## src/rtl/decoder_rr_arbiter.sv

```systemverilog
// decoder_rr_arbiter
//   Round-robin arbiter over 16 requesters with a one-hot decoded grant.
//   FSM: IDLE (arbitrate) -> GRANT (hold) -> GAP (one dead cycle) -> IDLE.
//   The rotating pointer moves to the slot after the last grant holder.
//
// Optional feature (compile-time macro DECODER_RR_ARBITER_TIMEOUT_EN):
//   A watchdog revokes a grant after TIMEOUT_CYCLES GRANT cycles and pulses
//   timeout for one cycle. Without the macro, timeout is tied low.
//
// Ports
//   clk       in   clock, rising edge
//   rst       in   asynchronous active-high reset
//   req[15:0] in   request lines, bit i = requester i
//   done      in   current holder releases the resource
//   gnt_valid out  grant active
//   gnt_idx   out  binary index of the granted requester
//   gnt[15:0] out  one-hot decode of gnt_idx, zero when no grant
//   timeout   out  one-cycle pulse when the watchdog revokes a grant
module decoder_rr_arbiter #(
  parameter int unsigned TIMEOUT_CYCLES = 15
) (
  input  logic        clk,
  input  logic        rst,
  input  logic [15:0] req,
  input  logic        done,
  output logic        gnt_valid,
  output logic [3:0]  gnt_idx,
  output logic [15:0] gnt,
  output logic        timeout
);

  typedef enum logic [1:0] {
    IDLE  = 2'd0,
    GRANT = 2'd1,
    GAP   = 2'd2
  } state_t;

  state_t      state, state_nxt;
  logic [3:0]  ptr, ptr_nxt;
  logic [3:0]  idx_nxt;
  logic [3:0]  winner;
  logic [3:0]  cand;
  logic        found;
  logic        rel;
  logic        expire;

  // First set request at or above ptr, wrapping 15 -> 0.
  always_comb begin
    found  = 1'b0;
    winner = ptr;
    cand   = '0;
    for (int unsigned i = 0; i < 16; i++) begin
      cand = ptr + 4'(i);
      if (!found && req[cand]) begin
        found  = 1'b1;
        winner = cand;
      end
    end
  end

  // done and a dropped request in the same cycle collapse into one release.
  assign rel = done || !req[gnt_idx];

`ifdef DECODER_RR_ARBITER_TIMEOUT_EN
  logic [7:0] wd_cnt;

  // wd_cnt holds the number of completed GRANT cycles of the current grant.
  always_ff @(posedge clk or posedge rst) begin
    if (rst) begin
      wd_cnt <= '0;
    end else if (state == GRANT && state_nxt == GRANT) begin
      wd_cnt <= wd_cnt + 8'd1;
    end else begin
      wd_cnt <= '0;
    end
  end

  assign expire = (state == GRANT) && (wd_cnt == 8'(TIMEOUT_CYCLES - 1));

  // A regular release in the expiry cycle wins; no timeout pulse then.
  always_ff @(posedge clk or posedge rst) begin
    if (rst) begin
      timeout <= 1'b0;
    end else begin
      timeout <= (state == GRANT) && expire && !rel;
    end
  end
`else
  assign expire  = 1'b0;
  assign timeout = 1'b0;
`endif

  always_comb begin
    state_nxt = state;
    ptr_nxt   = ptr;
    idx_nxt   = gnt_idx;
    case (state)
      IDLE: begin
        if (found) begin
          state_nxt = GRANT;
          idx_nxt   = winner;
        end
      end
      GRANT: begin
        if (rel || expire) begin
          state_nxt = GAP;
          ptr_nxt   = gnt_idx + 4'd1;
        end
      end
      GAP: begin
        state_nxt = IDLE;
      end
      default: begin
        state_nxt = IDLE;
      end
    endcase
  end

  always_ff @(posedge clk or posedge rst) begin
    if (rst) begin
      state   <= IDLE;
      ptr     <= '0;
      gnt_idx <= '0;
    end else begin
      state   <= state_nxt;
      ptr     <= ptr_nxt;
      gnt_idx <= idx_nxt;
    end
  end

  assign gnt_valid = (state == GRANT);

  always_comb begin
    gnt = '0;
    if (gnt_valid) begin
      gnt[gnt_idx] = 1'b1;
    end
  end

endmodule

```

## config.mk

```make
export PLATFORM = sky130hd
export DESIGN_NAME = decoder_rr_arbiter
export DESIGN_NICKNAME = d
export VERILOG_FILES = /design/src/rtl/decoder_rr_arbiter.sv
export SDC_FILE = /design/constraint.sdc
export NUM_CORES = 1
export LEC_CHECK = 0
export CAP_MARGIN = 20
export CORE_MARGIN = 2
export CORE_UTILIZATION = 58
export DETAILED_ROUTE_END_ITERATION = 10
export GPL_TIMING_DRIVEN = 0
export PLACE_DENSITY = 0.9
export RECOVER_POWER = 25
export SETUP_SLACK_MARGIN = 0.2
export SLEW_MARGIN = 15
export SYNTH_ARGS = -nofsm -noshare
export SYNTH_HDL_FRONTEND = slang
export SYNTH_SLANG_ARGS = --single-unit
```

## constraint.sdc

```tcl
create_clock -name clk -period 5.9 [get_ports clk]
set_clock_uncertainty 0.1 [all_clocks]
set_input_delay 1.18 -clock clk [delete_from_list [all_inputs] [get_ports clk]]
set_output_delay 1.18 -clock clk [all_outputs]
set_load 0.02 [all_outputs]
```

* Yosys cells after proc, flatten, opt, wreduce, memory -nomap -nowiden
Cells that the tools add are included.
** Word-level totals
- Flip-flop bits (word level) :: 10
- Input bits :: 19
- Output and inout port bits :: 22
- Word-level logic and storage cells :: 148
** Cells by class
- Add/sub/neg operators :: 16
- Order comparisons :: 18
- Equal/unequal tests :: 3
- Muxes and demuxes :: 71
- Reduce and logical (&&, ||, !) cells :: 37
** Operators with widths (number)
- less-than comparator 4 x 5 -> 1 bit (second input constant) :: 17
- binary-select mux 1 bit (select 4 bit) :: 17
- two-way mux 4 bit :: 15
- two-way mux 1 bit :: 34
- adder 4 bit (second input constant) :: 8
- adder 4 x 3 -> 4 bit (second input constant) :: 4
- logical AND 1 bit :: 16
- logical NOT 1 bit :: 16
- two-way mux 16 bit :: 1
- adder 4 x 1 -> 4 bit (second input constant) :: 2
- adder 4 x 2 -> 4 bit (second input constant) :: 2
- AND reduction 2 bit :: 3
- demux 1 bit (select 4 bit) :: 1
- greater-or-equal comparator 4 x 1 -> 1 bit (second input constant) :: 1
- two-way mux 2 bit :: 2
- case mux 2 bit (2 select lines) :: 1
- equality test 2 x 1 -> 1 bit (second input constant) :: 1
- logical NOT 2 bit :: 1
- != test 2 x 1 -> 1 bit (second input constant) :: 1
- != test 2 bit (second input constant) :: 1
- logical OR 1 bit :: 1

* Logic depth before layout (Yosys ltp)
- Depth in word-level cells :: 50
- Depth in mapped cells :: 17
- Mapped depth without buffers :: 10

* Worst setup path after synthesis
OpenSTA, ideal clock, no wires.
- Kind :: reg-to-reg
- Start :: register ptr[1]
- End :: register gnt_idx[1]
- Setup time :: 0.073 ns
- Data arrival time :: 4.695 ns
- Data required time :: 5.727 ns
- Path slack :: 1.032 ns
- Cell stages (with the launch flop) :: 16
- Buffers on the path :: 5
- Period minus slack after synthesis :: 4.868 ns
- Cells stage by stage :: dfrtp_1 > clkbuf_1 > clkbuf_1 > clkbuf_1 > inv_1 > ha_1 > buf_2 > inv_1 > clkbuf_1 > mux4_1 > mux2i_1 > nand4_1 > or4_4 > o221a_1 > a211o_1 > a21oi_2
** On the way
- Cells in the longest elaborated chain, start to end :: 49
- Elaborated cells between the ends (all ways) :: 109
- Those cells by class :: add/sub: 15; mux: 63; reduce/logical: 31
** RTL lines
- from (decl) :: RTL line 39 : logic [3:0] ptr, ptr_nxt;
- from (signal assigned) :: RTL line 126 : ptr <= ptr_nxt;
- branches (longest 49 deep; another with adder 4 x 1 -> 4 bit)
- to (signal assigned) :: RTL line 127 : gnt_idx <= idx_nxt;
- to (decl) :: RTL line 27 : output logic [3:0] gnt_idx,
Several ways; the timed one is not identified. The select of a mux whose other input is x is not followed.
A chain may end at the register's enable or synchronous reset.

* Worst setup path in the final report
Same ends and word-level chain as after synthesis.

==> key figures <==
Yosys
  • Main combinational cell family by area after synthesis: multiplexers
  • Ranking of synthesized cells by area: mux4_2, mux2_2, dfrtp_1
  • Seq cells post-synth: 10
  • Post-synthesis xor/xnor area fraction: under 10%
  • Seq/Total Area, Yosys: 7.75%
  • Mux cell area share after synthesis: 43.8%
  • Fraction of registers with async set/reset: 100%
  • Share of the synthesized area in the top cell type: 25.8%
  • Largest area contributor in the netlist: mux4_2
  • Post-synth EDFFs: 0
  • Post-Syn Instances: ~350
  • Most numerous cell in the Yosys netlist: mux4_2
  • Cell Area, Synth: 0.00323 mm²
  • Dominant synthesized flop cell: dfrtp_1
  • Yosys warns: 0
  • Post-Synth Simple-Gate Area: between 15 and 20%
  • Syn nets: approximately 380
  • Adder-cell share of the synthesized area: 4.27%
  • Synth Area in Compound Gates: between 15 and 20%
  • Top cells by count, synth: mux4_2, nand2_1, nor2_1
  • Synthesized area per cell: 9.19 µm²
  • Synth cell types: 68

Placement
  • Dpl cells: 462
  • Number of buffers added on ports: 39
  • DP Wirelength: 8230 µm
  • GPL Wtd Cong: between 1 and 1.5
  • Placed cell area: 0.00371 mm²
  • Placement Setup Slack: -0.137 ns

Worst setup path
  • CP delay by family, top: buffers and inverters
  • Worst path bufs/invs: 7
  • Setup CP Type: register to register
  • Slowest-stage cell, CP: mux4_1
  • Worst EP arrival: approximately 5.5 ns
  • Most common cell on crit path: clkbuf_2
  • CP endpoint kind: register
  • CP Launch Type: register
  • CP Data Required Time: approximately 6 ns
  • Crit-path max cell delay: between 0.7 and 0.8 ns
  • Worst-path cell chain: clkbuf_1 -> clkbuf_2 -> clkbuf_2 -> inv_1 -> ha_1 -> buf_2 -> inv_1 -> clkbuf_2 -> mux4_1 -> mux2i_2 -> nand4_1 -> or4_4 -> o221a_1 -> a211o_1 -> a21oi_2
  • Critical path peak fanout: 10

Finish
  • Layout cell share with drive strength beyond 1: 23.1%
  • # nets final: 425
  • Antenna Cells: 0
  • # fillers: 430
  • Area Growth Syn to Fin: 17.3%
  • Final non-filler cell total: 466
  • Finished Cell Area: 0.00378 mm²

CTS
  • H-tree depth: 1
  • Clk buf depth: 2
  • Clock sinks: 10
  • TritonCTS clock tree: built
  • CTS Root Cell: clkbuf_8
  • Clock transition at path regs: about 0.050 ns
  • Clock Latency Late Sink: 0.24 ns
  • CTS buffer count: 3
  • Hold Buf Count CTS: 0

Die
  • Core Area: 0.00544 mm²
  • Placement Rows: 27
  • IO Count: 41
  • Chip height: between 70 and 80 µm
  • Initial Util: between 50% and 60%
  • Chip width: 78.6 µm
  • Full die area: 0.00618 mm²

Timing
  • Slew margin rel.: 35.0%
  • Final Hold Viols: 0
  • Final setup viols: 0
  • Final setup margin: 0.445 ns
  • Worst slew pin tran: approximately 0.97 ns
  • Final min period: ~5.5 ns
  • Part of the cycle the worst path needs: 92.5%
  • Slew Viols, Final: 0
  • RSZ-0062 raised after global routing: no
  • Achievable frequency: 183 MHz

Global route
  • Total global routing overflow: 0
  • GR Util All Layers: 35.1%
  • Largest net degree at the start of global routing: 11
  • Initial antenna violation count: 0
  • Vias in the first global route: 3,097
  • Global-route wire length before repair: 16,900 µm

Run
  • MaxCap Viol Count: 0

Route
  • Met2 Wirelength: 4980 µm
  • Router iterations before antenna repair: 7
  • DRC: 0
  • Routed wire length: around 10,000 µm
  • Vias/cell: 7.20
  • Metal-1 WL: 4090 µm
  • Met3 wire length: 969 µm
  • Antenna Violating Nets Remaining: 0
  • Top Layer Used: met4
  • DRT iter0 DRCs: 337
  • Via count: approximately 3,400
  • WL per Instance: 22.4 µm

Min path
  • Worst min path class: register to register

Status
  • Status: finished, final reports clean
==> worst paths after layout <==
kind / from / endpoint / slack (ns) / cells after the start
worst max-delay path: ptr[1]$_DFFE_PP0P_ / gnt_idx[1]$_DFFE_PP0P_ / 0.45 / 15
worst min-delay path: state[1]$_DFFE_PP0P_ / state[0]$_DFFE_PP0P_ / 0.62 / 2
worst max register to register: ptr[1]$_DFFE_PP0P_ / gnt_idx[1]$_DFFE_PP0P_ / 0.45 / 15
worst min register to register: state[1]$_DFFE_PP0P_ / state[0]$_DFFE_PP0P_ / 0.62 / 2
max in group asynchronous: rst / ptr[3]$_DFFE_PP0P_ / 4.17 / 2
min in group asynchronous: rst / ptr[2]$_DFFE_PP0P_ / 1.26 / 2
==> final cells by class <==
cell class / instances / area (µm²) / share of cell area (%)
well taps: 72 / 90.1 / 2.38
plain buffers: 24 / 125 / 3.31
clock buffers: 4 / 55.1 / 1.46
multi-input cells: 304 / 2820 / 74.6
repair buffers: 39 / 390 / 10.3
flip-flops and latches: 10 / 250 / 6.61
inverters: 13 / 48.8 / 1.29
==> kinds of logic after synthesis <==
family,count (synthesis)
DFF,10
AOI/OAI and AO/OA,83
other,1
adders and majority gates,11
xor gates and xnor gates,11
and+or+nand+nor,111
muxes,87
buffers and inverters,37
==> sequential cells by signal (all words and copies together), names as in the netlist <==
name     count
gnt_idx      4
ptr          4
state        2
==> cells in the final DEF (no fill, tap or decap), types with 5 or more instances in the layout <==
| master | n |
|---|---|
| a21oi_1 | 16 |
| and2_1 | 5 |
| clkbuf_1 | 11 |
| clkdlybuf4s50_1 | 38 |
| dfrtp_1 | 10 |
| ha_1 | 11 |
| inv_1 | 11 |
| mux2_2 | 24 |
| mux2i_1 | 17 |
| mux4_2 | 37 |
| nand2_1 | 36 |
| nand2b_1 | 7 |
| nand3_1 | 6 |
| nor2_1 | 25 |
| nor2b_1 | 5 |
| nor3_1 | 6 |
| o211ai_1 | 7 |
| o21ai_0 | 9 |
| xor2_1 | 6 |
==> metal layers <==
layer / global-route usage [%] / up-vias
met5: 0 / -
met4: 12.3 / 0
met3: 3.68 / 43
met2: 57.4 / 220
met1: 48.2 / 1617
li1: - / 1475
==> repair_timing <==
action / CTS / global route
pin swaps: 0 / 0
resized for setup: 2 / 5
buffers inserted: 0 / 0
endpoints found under the setup margin: 5 / 5
hold endpoints to repair: 0 / 0
==> metrics by stage <==
| stage | setup TNS [ns] | hold slack (ns) | util (%) |
|---|---|---|---|
| floorplan | 0 | 0.518 | - |
| global placement | -0.0775 | 0.571 | 68.2 |
| detailed placement | -0.248 | 0.609 | 68.2 |
| CTS | 0 | 0.620 | 69.2 |
| global route | 0 | 0.675 | 69.6 |
| finish | 0 | 0.620 | 69.6 |
==> worst min-delay path: stages (launching register included) <==
cell and delay, ns:
dfrtp_1 0.37, a211o_1 0.23, nand2_1 0.08
Power is not shown: default switching activity piles up to over one toggle a cycle in this logic, so the estimate is an artifact.
